`src/rtl/sc_load_scheduler.sv`:
```
// Round-robin scheduler sharing the MAROC slow-control transmitter.
// Optional load readback/verify pass: define SC_READBACK_EN.
module sc_load_scheduler #(
  parameter int N_REQ       = 4,
  parameter int SEL_W       = 2,
  parameter int TIMEOUT_CYC = 2048,
  parameter int FRAME_W     = 829,
  parameter int RB_DELAY    = 1
) (
  input  logic               clk_in,
  input  logic               reset_in,
  input  logic [N_REQ-1:0]   req_in,
  output logic [N_REQ-1:0]   grant_out,
  output logic [SEL_W-1:0]   sel_out,
  output logic [N_REQ-1:0]   done_out,
  output logic [1:0]         status_out,
  output logic               busy_out,
  output logic               start_out,
  input  logic [1:0]         tx_state_in,
  input  logic               q_sc_in,
  input  logic [FRAME_W-1:0] frame_in
);

  localparam int CNT_W = $clog2(TIMEOUT_CYC) + 1;
  localparam logic [1:0] TX_SEND  = 2'd2;
  localparam logic [1:0] TX_FINAL = 2'd3;
  localparam logic [1:0] ST_OK    = 2'd0;
  localparam logic [1:0] ST_TMO   = 2'd1;

  typedef enum logic [2:0] {
    IDLE,
    START,
    WAIT_SEND,
    WAIT_FINAL,
    DONE
`ifdef SC_READBACK_EN
    ,
    VFY_START,
    VFY_SEND,
    VFY_FINAL
`endif
  } state_t;

  state_t           state_q;
  state_t           state_d;
  logic [N_REQ-1:0] grant_q;
  logic [SEL_W-1:0] sel_q;
  logic [SEL_W-1:0] ptr_q;
  logic [CNT_W-1:0] cnt_q;
  logic [1:0]       status_q;
  logic [1:0]       status_d;
  logic             pick_vld;
  logic [SEL_W-1:0] pick_idx;
  logic [SEL_W-1:0] cand;
  logic             tmo;
  logic             waiting;
  logic             mis_q;

  // Scan downward so the lowest offset from the pointer wins.
  always_comb begin
    pick_vld = 1'b0;
    pick_idx = '0;
    cand     = '0;
    for (int i = N_REQ - 1; i >= 0; i--) begin
      cand = SEL_W'((int'(ptr_q) + i) % N_REQ);
      if (req_in[cand]) begin
        pick_vld = 1'b1;
        pick_idx = cand;
      end
    end
  end

  // The cycle that would make the count TIMEOUT_CYC-1 ends the wait.
  assign tmo = (cnt_q == CNT_W'(TIMEOUT_CYC - 2));

  always_comb begin
    state_d   = state_q;
    status_d  = status_q;
    start_out = 1'b0;
    waiting   = 1'b0;
    unique case (state_q)
      IDLE: begin
        status_d = ST_OK;
        if (pick_vld) state_d = START;
      end
      START: begin
        start_out = 1'b1;
        state_d   = WAIT_SEND;
      end
      WAIT_SEND: begin
        waiting = 1'b1;
        if (tx_state_in == TX_SEND) begin
          state_d = WAIT_FINAL;
        end else if (tmo) begin
          state_d  = DONE;
          status_d = ST_TMO;
        end
      end
      WAIT_FINAL: begin
        waiting = 1'b1;
        if (tx_state_in == TX_FINAL) begin
`ifdef SC_READBACK_EN
          state_d = VFY_START;
`else
          state_d  = DONE;
          status_d = ST_OK;
`endif
        end else if (tmo) begin
          state_d  = DONE;
          status_d = ST_TMO;
        end
      end
      DONE: begin
        state_d = IDLE;
      end
`ifdef SC_READBACK_EN
      VFY_START: begin
        start_out = 1'b1;
        state_d   = VFY_SEND;
      end
      VFY_SEND: begin
        waiting = 1'b1;
        if (tx_state_in == TX_SEND) begin
          state_d = VFY_FINAL;
        end else if (tmo) begin
          state_d  = DONE;
          status_d = ST_TMO;
        end
      end
      VFY_FINAL: begin
        waiting = 1'b1;
        if (tx_state_in == TX_FINAL) begin
          state_d  = DONE;
          status_d = mis_q ? 2'd2 : ST_OK;
        end else if (tmo) begin
          state_d  = DONE;
          status_d = ST_TMO;
        end
      end
`endif
      default: begin
        state_d = IDLE;
      end
    endcase
  end

  always_ff @(posedge clk_in) begin
    if (reset_in) begin
      state_q  <= IDLE;
      grant_q  <= '0;
      sel_q    <= '0;
      ptr_q    <= '0;
      cnt_q    <= '0;
      status_q <= ST_OK;
    end else begin
      state_q  <= state_d;
      status_q <= status_d;
      if (state_q == IDLE && pick_vld) begin
        grant_q <= N_REQ'(1) << pick_idx;
        sel_q   <= pick_idx;
      end
      // sel_q is left alone so the mux holds past done.
      if (state_q == DONE) begin
        grant_q <= '0;
        if (sel_q == SEL_W'(N_REQ - 1)) ptr_q <= '0;
        else ptr_q <= sel_q + 1'b1;
      end
      if (start_out) cnt_q <= '0;
      else if (waiting) cnt_q <= cnt_q + 1'b1;
    end
  end

`ifdef SC_READBACK_EN
  localparam int POS_W = $clog2(FRAME_W + RB_DELAY + 1) + 1;
  localparam int K_W   = $clog2(FRAME_W);

  logic [POS_W-1:0] pos_q;
  logic [POS_W-1:0] k_full;
  logic             rb_act;

  // pos_q counts cycles since SENDING was first seen in the verify load.
  assign k_full = pos_q - POS_W'(RB_DELAY);
  assign rb_act = (state_q == VFY_FINAL) &&
                  (pos_q >= POS_W'(RB_DELAY)) &&
                  (k_full < POS_W'(FRAME_W));

  always_ff @(posedge clk_in) begin
    if (reset_in) begin
      pos_q <= '0;
      mis_q <= 1'b0;
    end else if (state_q == VFY_START) begin
      pos_q <= '0;
      mis_q <= 1'b0;
    end else if (state_q == VFY_SEND) begin
      if (tx_state_in == TX_SEND) begin
        pos_q <= POS_W'(1);
        if (RB_DELAY == 0 && q_sc_in != frame_in[0]) mis_q <= 1'b1;
      end
    end else if (state_q == VFY_FINAL) begin
      if (pos_q != '1) pos_q <= pos_q + 1'b1;
      if (rb_act && q_sc_in != frame_in[k_full[K_W-1:0]]) mis_q <= 1'b1;
    end
  end
`else
  logic unused_rb;
  assign mis_q     = 1'b0;
  assign unused_rb = ^{q_sc_in, frame_in, mis_q} ^ RB_DELAY[0];
`endif

  assign grant_out  = grant_q;
  assign sel_out    = sel_q;
  assign busy_out   = (state_q != IDLE);
  assign done_out   = (state_q == DONE) ? grant_q : '0;
  assign status_out = (state_q == DONE) ? status_q : ST_OK;

endmodule

```
`config.mk`:
```
export PLATFORM = sky130hd
export DESIGN_NAME = sc_load_scheduler
export DESIGN_NICKNAME = d
export VERILOG_FILES = /design/src/rtl/sc_load_scheduler.sv
export SDC_FILE = /design/constraint.sdc
export NUM_CORES = 1
export LEC_CHECK = 0
export BUFFER_PORTS_ARGS = -buffer_cell sky130_fd_sc_hd__buf_4
export CORE_AREA = 2 2 329 331
export CTS_BUF_LIST = sky130_fd_sc_hd__clkbuf_16
export CTS_CLUSTER_DIAMETER = 120
export DETAILED_ROUTE_END_ITERATION = 7
export DIE_AREA = 0 0 331 333
export SLEW_MARGIN = 15
export SYNTH_ARGS = -nofsm -noshare
export SYNTH_HDL_FRONTEND = slang
export SYNTH_SLANG_ARGS = --single-unit
```
`constraint.sdc`:
```
create_clock -name clk_in -period 2.88 [get_ports clk_in]
set_input_delay 0.432 -clock clk_in [delete_from_list [all_inputs] [get_ports clk_in]]
set_output_delay 0.432 -clock clk_in [all_outputs]
set_load 0.01 [all_outputs]
```
==> metrics.md <==
| Metric | Value |
|---|---|
| Crit Path Max Fanout | `11` |
| Filler cells | `~13000` |
| Pwr Density | `258 nW/um^2` |
| Synth area leader | `dfxtp_1` |
| Switching part of the total power | `0.272` |
| Ratio of cells with drive above 1 in the final layout | `0.193` |
| Pin count of the biggest net entering global routing | `17` |
| First-pass GRT wire length | `roughly 4700 microns` |
| DRC Markers | `0` |
| CTS Sinks | `25` |
| Syn_nets | `987` |
| Period utilisation layout | `0.770` |
| DR iter-0 viols | `26` |
| GRT Resource Usage Total | `0.00490` |
| Met2 Wirelength | `roughly 1200 microns` |
| Antenna viol nets, final | `0` |
| DR WL/cell | `1.72 microns` |
| Fmax | `between 400 and 500 MHz` |
| Worst endpoint required time | `2.45 ns` |
| Number of diodes | `0` |
| Max Cap Viol | `0` |
| Delay-heaviest family, CP | `simple AND/OR/NAND/NOR gates` |
| Min-Delay Path Depth | `2` |
| Startpoint Class | `flop` |
| FF-to-FF setup slack | `1.07 ns` |
| Final #Nets | `just over 1000` |
| Grt total ovfl | `0` |
| Peak supply drop | `~0.25 mV` |
| Syn. warnings | `0` |
| Die H | `333 microns` |
| CTS tree | `built` |
| Largest cells by area after synthesis | `dfxtp_1 38%, nor2_1 5.5%, and2_1 4.3%` |
| Post-CTS Resized | `0` |
| Initial Util | `0.0123` |
| Clock power frac | `0.383` |
| Sequential-to-total area share from yosys stat | `0.383` |
| Avg Cell Area, Syn | `8.95 sq um` |
| M1 wire length | `around 1400 microns` |
| Top cell type's share of synthesized area | `0.383` |
| Met3 WL | `~130 microns` |
| Comb power frac | `0.162` |
| Final Hold Viols | `0` |
| Routed wire length | `roughly 2700 microns` |
| EDFF count, synth | `0` |
| Num CTS Buffers | `3` |
| Top cells by count, synth | `25 x dfxtp_1, 19 x nor2_1, 9 x and2_1` |
| Worst Hold Class | `in -> reg` |
| Highest metal used | `met4` |
| DRT Pass-1 Iters | `4` |
| Top-Level Pins | `852` |
| Setup violators final | `0` |
| Hold path endpoint | `state_q[2]$_SDFFE_PP0P_` |
| Initial antenna violation count | `0` |
| H-tree depth | `1` |
| Post-synthesis cell type count | `43` |
| Slowest-stage cell, CP | `nor3b_2` |
| Most common cell in the netlist | `dfxtp_1` |
| Max-slew violation count | `0` |
| Place WS | `0.939 ns` |
| Reg clk slew, reported paths | `around 0.07 ns` |
| P_sw | `230 uW` |
| Synth-to-Final Area Change | `151%` |
| Core area | `roughly 110000 sq um` |
| CP bufs+invs | `1` |
| CP Cell Sequence | `nor3b_2 -> and2_1 -> buf_4` |
| CP peak stage delay | `between 0.6 and 0.7 ns` |
| Worst hold start | `reset_in` |
| Root buffer cell | `clkbuf_16` |
| Register share of total power | `0.455` |
| Max Buffers Root-to-Sink | `2` |
| Detailed placer's ending HPWL | `slightly above 2000 microns` |
| GPL Wtd Cong | `0.668` |
| Die Area | `110000 sq um` |
| RSZ-0062 raised after global routing | `no` |
| Main synth FF type | `dfxtp_1` |
| Synthesized flop and latch total | `25` |
| DIE WIDTH | `331 microns` |
| Row cnt | `120` |
| Status | `completed` |
| Mapped Cells | `approximately 150` |
| Cell-internal power | `615 uW` |
| Cells on worst reg2reg path | `3` |
| Vias per inst | `0.686` |
| CP Capture Type | `output port` |
| Final setup margin | `around 0.66 ns` |
| Number of global-route vias before repair | `between 1000 and 1500` |
| Post-route setup TNS | `0 ns` |
| Tmin final | `about 2.2 ns` |
| # port buffers | `21` |
| CP Class | `reg -> out` |
| Static Leak | `~0.61 nW` |
| Post-CTS Hold Buffers | `0` |
| Post-synthesis instance area | `around 1300 sq um` |
| R2R Path End | `grant_out[1]$_SDFFE_PP0P_` |
| WP data arrival | `1.79 ns` |
| Vias | `roughly 1100` |
| Async SR Flop Fraction | `0` |
| Tightest Pin Transition | `about 0.69 ns` |
| Skew final | `between 0.007 and 0.008 ns` |
| Rel. slew slack | `0.535` |
| Clk Latency, worst-skew pair | `between 0.2 and 0.3 ns` |
| Post CTS Setup Buffer Count | `0` |
| Critical R2R Launch | `state_q[2]$_SDFFE_PP0P_` |
through the flow:
step           cells  area (sq um)  total power [mW]    util  hold WS (ns)
2_1_floorplan    146          1310             0.481       -         0.422
5_1_grt         1569          3280             0.889  0.0308         0.445
3_5_place_dp    1565          3200             0.530  0.0300         0.442
4_1_cts         1569          3280             0.856  0.0308         0.431
3_3_place_gp    1565          3200             0.530  0.0300         0.447
6_report        1569          3280             0.845  0.0308         0.430
state kept, by name, indices dropped and copies added, names as in the netlist:
signal / flops
status_q: 2
grant_out: 4
state_q: 3
ptr_q: 2
sel_out: 2
cnt_q: 12
power groups by stage:
| stage | sequential (mW) | clock, mW | combinational (mW) |
|---|---|---|---|
| finish | 0.385 | 0.324 | 0.137 |
| global route | 0.389 | 0.345 | 0.155 |
| CTS | 0.385 | 0.332 | 0.139 |
| detailed placement | 0.393 | 0 | 0.137 |
| global placement | 0.393 | 0 | 0.137 |
| floorplan | 0.383 | 0 | 0.0984 |
per-layer routing:
layer	up-vias	global-route usage
li1	565	-
met1	484	0.00645
met2	24	0.00768
met3	4	0.00107
met4	0	0.00201
met5	-	0
worst register-to-register path: stages, from the launching register on:
cell and delay (ns):
dfxtp_1 0.52, nor3b_2 0.66, nor3_1 0.21, a32o_1 0.31
how the worst max path moves through the flow:
stage | from | end | slack (ns) | cells past startpoint
floorplan | state_q[2]$_SDFFE_PP0P_ | done_out[0] | 1.33 | 3
global placement | state_q[2]$_SDFFE_PP0P_ | status_out[0] | 0.95 | 3
detailed placement | state_q[2]$_SDFFE_PP0P_ | status_out[1] | 0.94 | 3
CTS | state_q[2]$_SDFFE_PP0P_ | status_out[1] | 0.64 | 3
global route | state_q[2]$_SDFFE_PP0P_ | status_out[0] | 0.50 | 3
finish | state_q[2]$_SDFFE_PP0P_ | done_out[0] | 0.66 | 3
cells by family after synthesis:
| group | share of synthesized area |
|---|---|
| AOI/OAI and AO/OA | 0.137 |
| xor gates and xnor gates | 0.0738 |
| adders and majority gates | 0.0287 |
| buffers and inverters | 0.0316 |
| DFF | 0.383 |
| muxes | 0.0153 |
| and+or+nand+nor | 0.330 |
layout by cell type, fill, tap and decap left out, types with 2 or more instances in the layout:
cell type and instances:
and2_1 9, nor2_1 19, dfxtp_1 25, nand2b_1 5, xor2_1 6, buf_4 21, ha_1 3, a21oi_1 8
a211oi_1 4, nand2_1 8, nand4_1 4, clkbuf_16 3, xnor2_1 5, mux2i_1 2, or4_1 2, a32o_1 4
nor2b_1 2, nor3_1 5, nand3_1 2, inv_1 5
layout make-up:
type,instances,area (sq um),area share
tap,1403,1760,0.535
timing repair buffer,21,158,0.0481
clock buffer,3,75.1,0.0229
clock inverter,1,8.76,0.00267
sequential,25,500,0.153
inverter,5,18.8,0.00572
multi-input combinational,111,764,0.233
No activity file was read; power rests on OpenSTA's default activity.
